**src/rtl/capture_pkg.sv**
```systemverilog
// Shared types and sizing for the DSO capture sequencer.
package capture_pkg;

    localparam int ENTRIES = 512;
    localparam int AW      = 9;
    localparam int DECW    = 4;
    // Decimation counter must reach 2^(2^DECW - 1) - 1.
    localparam int DCW     = (1 << DECW) - 1;

    typedef enum logic [2:0] {
        IDLE = 3'd0,
        PRE  = 3'd1,
        WAIT = 3'd2,
        POST = 3'd3,
        DONE = 3'd4
    } cap_state_t;

endpackage

```
**src/rtl/capture_ctrl_if.sv**
```systemverilog
// Control, trigger handshake and sample-RAM write signals of the capture sequencer.
interface capture_ctrl_if;
    import capture_pkg::*;

    logic            run;
    logic            abort;
    logic            clr_capture_done;
    logic [AW-1:0]   trig_pos;
    logic [DECW-1:0] decimator;
    logic            triggered;
    logic            armed;
    logic            trig_en;
    logic            set_capture_done;
    logic            capture_done;
    logic            we;
    logic [AW-1:0]   waddr;
    logic [AW-1:0]   trace_end;

    modport master (
        output run, abort, clr_capture_done, trig_pos, decimator, triggered,
        input  armed, trig_en, set_capture_done, capture_done, we, waddr, trace_end
    );

    modport slave (
        input  run, abort, clr_capture_done, trig_pos, decimator, triggered,
        output armed, trig_en, set_capture_done, capture_done, we, waddr, trace_end
    );

endinterface

```
**src/rtl/capture_ctrl_smpl_strobe_gen.sv**
```systemverilog
// Decimation strobe: one smpl_en every 2^decimator enabled clocks, restartable by i_clr.
module smpl_strobe_gen
    import capture_pkg::*;
(
    input  logic            clk,
    input  logic            rst_n,
    input  logic            i_en,
    input  logic            i_clr,
    input  logic [DECW-1:0] i_decimator,
    output logic            o_smpl_en
);

    logic [DCW-1:0] r_dec_cnt;
    logic [DCW-1:0] w_dec_max;

    assign w_dec_max = DCW'((32'd1 << i_decimator) - 32'd1);
    assign o_smpl_en = i_en && (r_dec_cnt == w_dec_max);

    always_ff @(posedge clk or negedge rst_n) begin
        if (!rst_n) begin
            r_dec_cnt <= '0;
        end else if (i_clr) begin
            r_dec_cnt <= '0;
        end else if (i_en) begin
            r_dec_cnt <= o_smpl_en ? '0 : r_dec_cnt + DCW'(1);
        end
    end

endmodule

```
**src/rtl/capture_ctrl.sv**
```systemverilog
// Capture sequencer: paces decimated writes into the circular sample RAM, arms and
// enables the trigger, counts post-trigger samples and reports the trace end address.
//
// state | meaning
// IDLE  | waiting for run; no writes, trigger disabled
// PRE   | filling pre-trigger history, not yet armed
// WAIT  | armed, still writing, waiting for triggered
// POST  | counting trig_pos post-trigger writes
// DONE  | trace frozen, capture_done held until clr_capture_done
module capture_ctrl
    import capture_pkg::*;
(
    input  logic           clk,
    input  logic           rst_n,
    capture_ctrl_if.slave  cap
);

    cap_state_t    r_state;
    cap_state_t    w_state_nxt;

    logic          w_active;
    logic          w_smpl_en;
    logic          w_run_go;
    logic          w_enter_done;
    logic          w_pre_reached;
    logic          w_post_hit;
    logic [AW-1:0] w_waddr_nxt;
    logic          w_armed_nxt;
    logic          w_trig_en_nxt;

    logic [AW:0]   r_smpl_cnt;
    logic [AW-1:0] r_post_cnt;
    logic [AW-1:0] r_waddr;
    logic [AW-1:0] r_trace_end;
    logic          r_armed;
    logic          r_trig_en;
    logic          r_set_done;
    logic          r_capture_done;

    assign w_active = (r_state == PRE) || (r_state == WAIT) || (r_state == POST);

    smpl_strobe_gen u_strobe (
        .clk         (clk),
        .rst_n       (rst_n),
        .i_en        (w_active),
        .i_clr       (w_run_go),
        .i_decimator (cap.decimator),
        .o_smpl_en   (w_smpl_en)
    );

    // trig_pos = 0 needs the whole RAM filled before arming.
    assign w_pre_reached = r_smpl_cnt >= (AW+1)'(ENTRIES - int'(cap.trig_pos));
    assign w_post_hit    = w_smpl_en && ((r_post_cnt + AW'(1)) == cap.trig_pos);

    always_ff @(posedge clk or negedge rst_n) begin
        if (!rst_n) begin
            r_state <= IDLE;
        end else begin
            r_state <= w_state_nxt;
        end
    end

    always_comb begin
        w_state_nxt = r_state;
        if (cap.abort) begin
            w_state_nxt = IDLE;
        end else begin
            case (r_state)
                IDLE:    if (cap.run)              w_state_nxt = PRE;
                PRE:     if (w_pre_reached)        w_state_nxt = WAIT;
                WAIT:    if (cap.triggered)        w_state_nxt = (cap.trig_pos == '0) ? DONE : POST;
                POST:    if (w_post_hit)           w_state_nxt = DONE;
                DONE:    if (cap.clr_capture_done) w_state_nxt = IDLE;
                default:                           w_state_nxt = IDLE;
            endcase
        end
    end

    always_comb begin
        w_run_go      = (r_state == IDLE) && cap.run && !cap.abort;
        w_enter_done  = (w_state_nxt == DONE) && (r_state != DONE);
        w_waddr_nxt   = w_smpl_en ? r_waddr + AW'(1) : r_waddr;
        w_armed_nxt   = ((w_state_nxt == WAIT) || (w_state_nxt == POST)) && w_pre_reached;
        w_trig_en_nxt = (w_state_nxt == PRE) || (w_state_nxt == WAIT) || (w_state_nxt == POST);
    end

    always_ff @(posedge clk or negedge rst_n) begin
        if (!rst_n) begin
            r_smpl_cnt     <= '0;
            r_post_cnt     <= '0;
            r_waddr        <= '0;
            r_trace_end    <= '0;
            r_armed        <= 1'b0;
            r_trig_en      <= 1'b0;
            r_set_done     <= 1'b0;
            r_capture_done <= 1'b0;
        end else begin
            r_armed        <= w_armed_nxt;
            r_trig_en      <= w_trig_en_nxt;
            r_set_done     <= w_enter_done;
            r_capture_done <= (w_state_nxt == DONE);
            // Last written address, including a write in the transition cycle itself.
            if (w_enter_done) begin
                r_trace_end <= w_waddr_nxt - AW'(1);
            end
            if (w_run_go) begin
                r_smpl_cnt <= '0;
                r_post_cnt <= '0;
                r_waddr    <= '0;
            end else if (w_smpl_en) begin
                r_waddr <= w_waddr_nxt;
                if (r_smpl_cnt != (AW+1)'(ENTRIES)) begin
                    r_smpl_cnt <= r_smpl_cnt + (AW+1)'(1);
                end
                if (r_state == POST) begin
                    r_post_cnt <= r_post_cnt + AW'(1);
                end
            end
        end
    end

    assign cap.we               = w_smpl_en;
    assign cap.waddr            = r_waddr;
    assign cap.trace_end        = r_trace_end;
    assign cap.armed            = r_armed;
    assign cap.trig_en          = r_trig_en;
    assign cap.set_capture_done = r_set_done;
    assign cap.capture_done     = r_capture_done;

endmodule

```
**src/flat_wrapper.sv**
```systemverilog
// flat-port wrapper written by rule: the top's interface ports become plain ports
module capture_ctrl_flat import capture_pkg::*;
  (clk, rst_n, cap_run, cap_abort, cap_clr_capture_done, cap_trig_pos, cap_decimator, cap_triggered, cap_armed, cap_trig_en, cap_set_capture_done, cap_capture_done, cap_we, cap_waddr, cap_trace_end);
  capture_ctrl_if cap_i ();
  input  logic clk;
  input  logic rst_n;
  input wire logic [$bits(cap_i.run)-1:0] cap_run;
  input wire logic [$bits(cap_i.abort)-1:0] cap_abort;
  input wire logic [$bits(cap_i.clr_capture_done)-1:0] cap_clr_capture_done;
  input wire logic [$bits(cap_i.trig_pos)-1:0] cap_trig_pos;
  input wire logic [$bits(cap_i.decimator)-1:0] cap_decimator;
  input wire logic [$bits(cap_i.triggered)-1:0] cap_triggered;
  output wire logic [$bits(cap_i.armed)-1:0] cap_armed;
  output wire logic [$bits(cap_i.trig_en)-1:0] cap_trig_en;
  output wire logic [$bits(cap_i.set_capture_done)-1:0] cap_set_capture_done;
  output wire logic [$bits(cap_i.capture_done)-1:0] cap_capture_done;
  output wire logic [$bits(cap_i.we)-1:0] cap_we;
  output wire logic [$bits(cap_i.waddr)-1:0] cap_waddr;
  output wire logic [$bits(cap_i.trace_end)-1:0] cap_trace_end;
  assign cap_i.run = cap_run;
  assign cap_i.abort = cap_abort;
  assign cap_i.clr_capture_done = cap_clr_capture_done;
  assign cap_i.trig_pos = cap_trig_pos;
  assign cap_i.decimator = cap_decimator;
  assign cap_i.triggered = cap_triggered;
  assign cap_armed = cap_i.armed;
  assign cap_trig_en = cap_i.trig_en;
  assign cap_set_capture_done = cap_i.set_capture_done;
  assign cap_capture_done = cap_i.capture_done;
  assign cap_we = cap_i.we;
  assign cap_waddr = cap_i.waddr;
  assign cap_trace_end = cap_i.trace_end;
  capture_ctrl u_core (.clk(clk), .rst_n(rst_n), .cap(cap_i));
endmodule
```
**config.mk**
```make
export PLATFORM = sky130hd
export DESIGN_NAME = capture_ctrl_flat
export DESIGN_NICKNAME = d
export VERILOG_FILES = /design/src/rtl/capture_pkg.sv /design/src/rtl/capture_ctrl_if.sv /design/src/rtl/capture_ctrl_smpl_strobe_gen.sv /design/src/rtl/capture_ctrl.sv /design/src/flat_wrapper.sv
export SDC_FILE = /design/constraint.sdc
export NUM_CORES = 1
export LEC_CHECK = 0
export CAP_MARGIN = 10
export CORE_MARGIN = 2
export CORE_UTILIZATION = 45
export DETAILED_ROUTE_END_ITERATION = 8
export PLACE_DENSITY = 0.77
export SYNTH_ARGS = -nofsm -noshare
export SYNTH_HDL_FRONTEND = slang
export SYNTH_SLANG_ARGS = --single-unit
```
**constraint.sdc**
```tcl
create_clock -name clk -period 9.9 [get_ports clk]
set_input_delay 1.98 -clock clk [delete_from_list [all_inputs] [get_ports clk]]
set_output_delay 1.98 -clock clk [all_outputs]
set_load 0.005 [all_outputs]
```
==> metrics <==
CP max stage cell=clkdlybuf4s50_1; register area share after synthesis=0.3385; Max Root-Sink Buffers=2; Post-Syn Area=4362 um2; antenna violations before repair=0; Cells after Synth=506; Synth async-reset ratio=1.000; HPWL Detailed=7371 um; EDFF count, synth=0; ys flop type=dfrtp_1; CP arrival=6.24 ns; Hold Crit Class=reg -> reg; setup violators final=0; Remaining Overflow, GRT=0; global-route wire length before repair=16,860 um; die height=102.5 um; R2R Path End=u_core.cap.trace_end[2]; H-tree depth=3; fin nets=572; Int Pwr=0.4257 mW; Overall Power=0.5943 mW; crit path time final=8.222 ns; drt first pass iters=4; syn avg cell area=8.620 um2; Final period util=0.8305; P&R area growth vs syn=15.29%; maximum vdd drop=0.06846 mV; RSZ-0062 raised after global routing=no; routability congestion estimate from global placement=0.8692; vias per cell=5.647; Vias=3,772; Comb power frac=0.134; Setup CP Type=in -> out; area share of the largest cell type after synthesis=0.3385; CP delay by family, top=simple AND/OR/NAND/NOR gates; setup_tns=0 ns; Worst slew margin=0.3155; Critical path destination=cap_we; largest net degree at the start of global routing=60; Core Area=9328 um2; Initial DRC Count=208; Syn. warnings=0; Hold Path Cell Cnt=2; Antenna Cells=0; Port Buf Inserts=41; ANT nets after route=0; total wire length=9944 um; CTS Sinks=59; Layout Cells excl Fill=668; CP Buf/Inv Count=3; Clk Latency, worst-skew pair=0.34 ns; Critical Path Fanout Max=25; LEAKAGE=2.195 nW; switching share of power=0.2837; Clock transition at path regs=0.08 ns; average wire per standard cell=14.89 um; required time of the critical path=7.92 ns; I/O pins=42; Crit. path cell count=10; crit end category=primary output; hold_buf cts=0; Yosys cell types=63; Max Clock Freq=121.6 MHz; drt drc=0; synthesized flop and latch total=59; global router's overall resource usage=0.2022; Clock power frac=0.427; DP Cell Count=652; top post-synthesis cells by area=dfrtp_1 34%, xor2_1 7.6%, ha_1 5.5%; syn nets=544; setup bufs post-CTS=0; TritonCTS buffer count=9; CP startpoint=cap_decimator[3]; max incr delay on CP=0.81 ns; Synth area leader=dfrtp_1; Hold Vio Cnt, Final=0; initial core utilization=0.4676; R2R Path Start=u_core.r_post_cnt[0]; share of layout cells above drive strength 1=0.06308; Net Switching=0.1686 mW; R2R setup slack=6.14 ns; clk_skew=0.01582 ns; Slew Limit Fails=0; FF-to-FF path depth=10; Finished Core Util=0.5391; PwrDens=118.2 nW/um2; Rows=35; Reg power frac=0.439; Least-Margin Pin Slew=1.027 ns; vias in the first global route=3,695; TritonCTS clock tree=built; Top cell by count, worst path=clkdlybuf4s50_1; Worst setup SP type=input port; post-CTS resize count=0; CTS Root Cell=clkbuf_8; worst path cell trace=clkdlybuf4s50_1 > or4_4 > ha_1 > and3b_1 > a2111oi_0 > or3_1 > nor4b_1 > nand3_1 > inv_1 > clkdlybuf4s50_1; status=complete, no violations; Die X=102.5 um; DIE AREA=10,500 um2; Max Cap Viol=0
==> area by class of cell <==
class / count / area (um2)
fill: 833 / 4299
multi-input combinational: 406 / 2694
sequential: 59 / 1476
timing repair buffer: 42 / 412.9
tap: 129 / 161.4
clock buffer: 9 / 123.9
clock inverter: 7 / 100.1
inverter: 16 / 60.06
==> synth_stat cells, drive strengths merged (10+ instances only) <==
library cell	count
a21oi	19
o21ai	22
nor3	14
dfrtp	59
nand3	20
nor2b	11
nand2	39
clkbuf	14
inv	16
buf	11
nor2	62
xnor2	26
and3	10
ha	19
nand4	17
xor2	38
==> cells by family after synthesis <==
group                    count (synthesis)  synth area share
buffers and inverters                   41           0.04389
AND/OR/NAND/NOR                        233            0.2903
multiplexers                            10           0.02496
flip-flops                              59            0.3385
AO/OA/AOI/OAI                           80            0.1193
adder cells (fa/ha/maj)                 19           0.05450
XOR/XNOR                                64            0.1285
==> state kept, by name, summed over array words and instances (netlist names) <==
register	count
u_core.r_smpl_cnt	10
u_core.cap.armed	1
u_core.cap.trig_en	1
u_core.cap.waddr	9
u_core.r_post_cnt	9
u_core.cap.capture_done	1
u_core.r_state	3
u_core.cap.set_capture_done	1
u_core.cap.trace_end	9
u_core.u_strobe.r_dec_cnt	15
==> power groups by stage <==
stage	logic [mW]	registers (mW)	clock network, mW
after CTS	0.0803	0.261	0.257
after global routing	0.0912	0.262	0.266
after detailed placement	0.0800	0.265	0
final	0.0797	0.261	0.254
after global placement	0.0767	0.265	0
after floorplan	0.0549	0.262	0
==> worst min-delay path: cells and delay by family (launching register included) <==
family / cells / cell delay [ns]
simple gates: 1 / 0.05
flops: 1 / 0.34
compound gates: 1 / 0.06
==> placed cells by master (no fill, tap or decap), drive strengths merged, types with 4 or more instances in the layout <==
master and instances:
and3 10, nor2b 11, dfrtp 59, clkdlybuf4s50 40, o21ai 22, and4 6
a21oi 19, nor3 14, nor4 7, nor3b 5, clkbuf 9, nand3 20
or3 7, xnor2 26, mux2i 6, a2111oi 4, mux2 4, ha 19
nor4b 7, a31oi 5, nand2b 5, o31ai 4, or4 5, inv 18
nand4 17, and2 5, nor2 62, nand2 39, xor2 38
==> worst min path at each step <==
| stage | from | to | slack, ns |
|---|---|---|---|
| 5_1_grt | u_core.cap.trace_end[4] | u_core.cap.trace_end[4] | 0.51 |
| 4_1_cts | u_core.cap.trace_end[4] | u_core.cap.trace_end[4] | 0.49 |
| 3_3_place_gp | u_core.cap.trace_end[3] | u_core.cap.trace_end[3] | 0.46 |
| 3_5_place_dp | u_core.cap.trace_end[4] | u_core.cap.trace_end[4] | 0.47 |
| 2_1_floorplan | u_core.cap.trace_end[8] | u_core.cap.trace_end[8] | 0.47 |
| 6_report | u_core.cap.trace_end[4] | u_core.cap.trace_end[4] | 0.48 |
==> routing by layer <==
layer | vias to the layer above | wire length (um) | GRT usage
met4 | 0 | 112 | 0.07282
met5 | - | 0 | 0
met1 | 1834 | 4400 | 0.2489
met2 | 72 | 5094 | 0.3570
met3 | 11 | 337 | 0.03215
li1 | 1855 | - | -
==> through the flow <==
step                hold WS [ns]  area [um2]  setup slack, ns
global route              0.5053        5029            1.310
finish                    0.4833        5029            1.678
CTS                       0.4875        5029            1.749
floorplan                 0.4726        4362            3.548
global placement          0.4645        4805            1.934
detailed placement        0.4694        4805            1.740
Note: power is estimated with default switching activity, not from simulation.
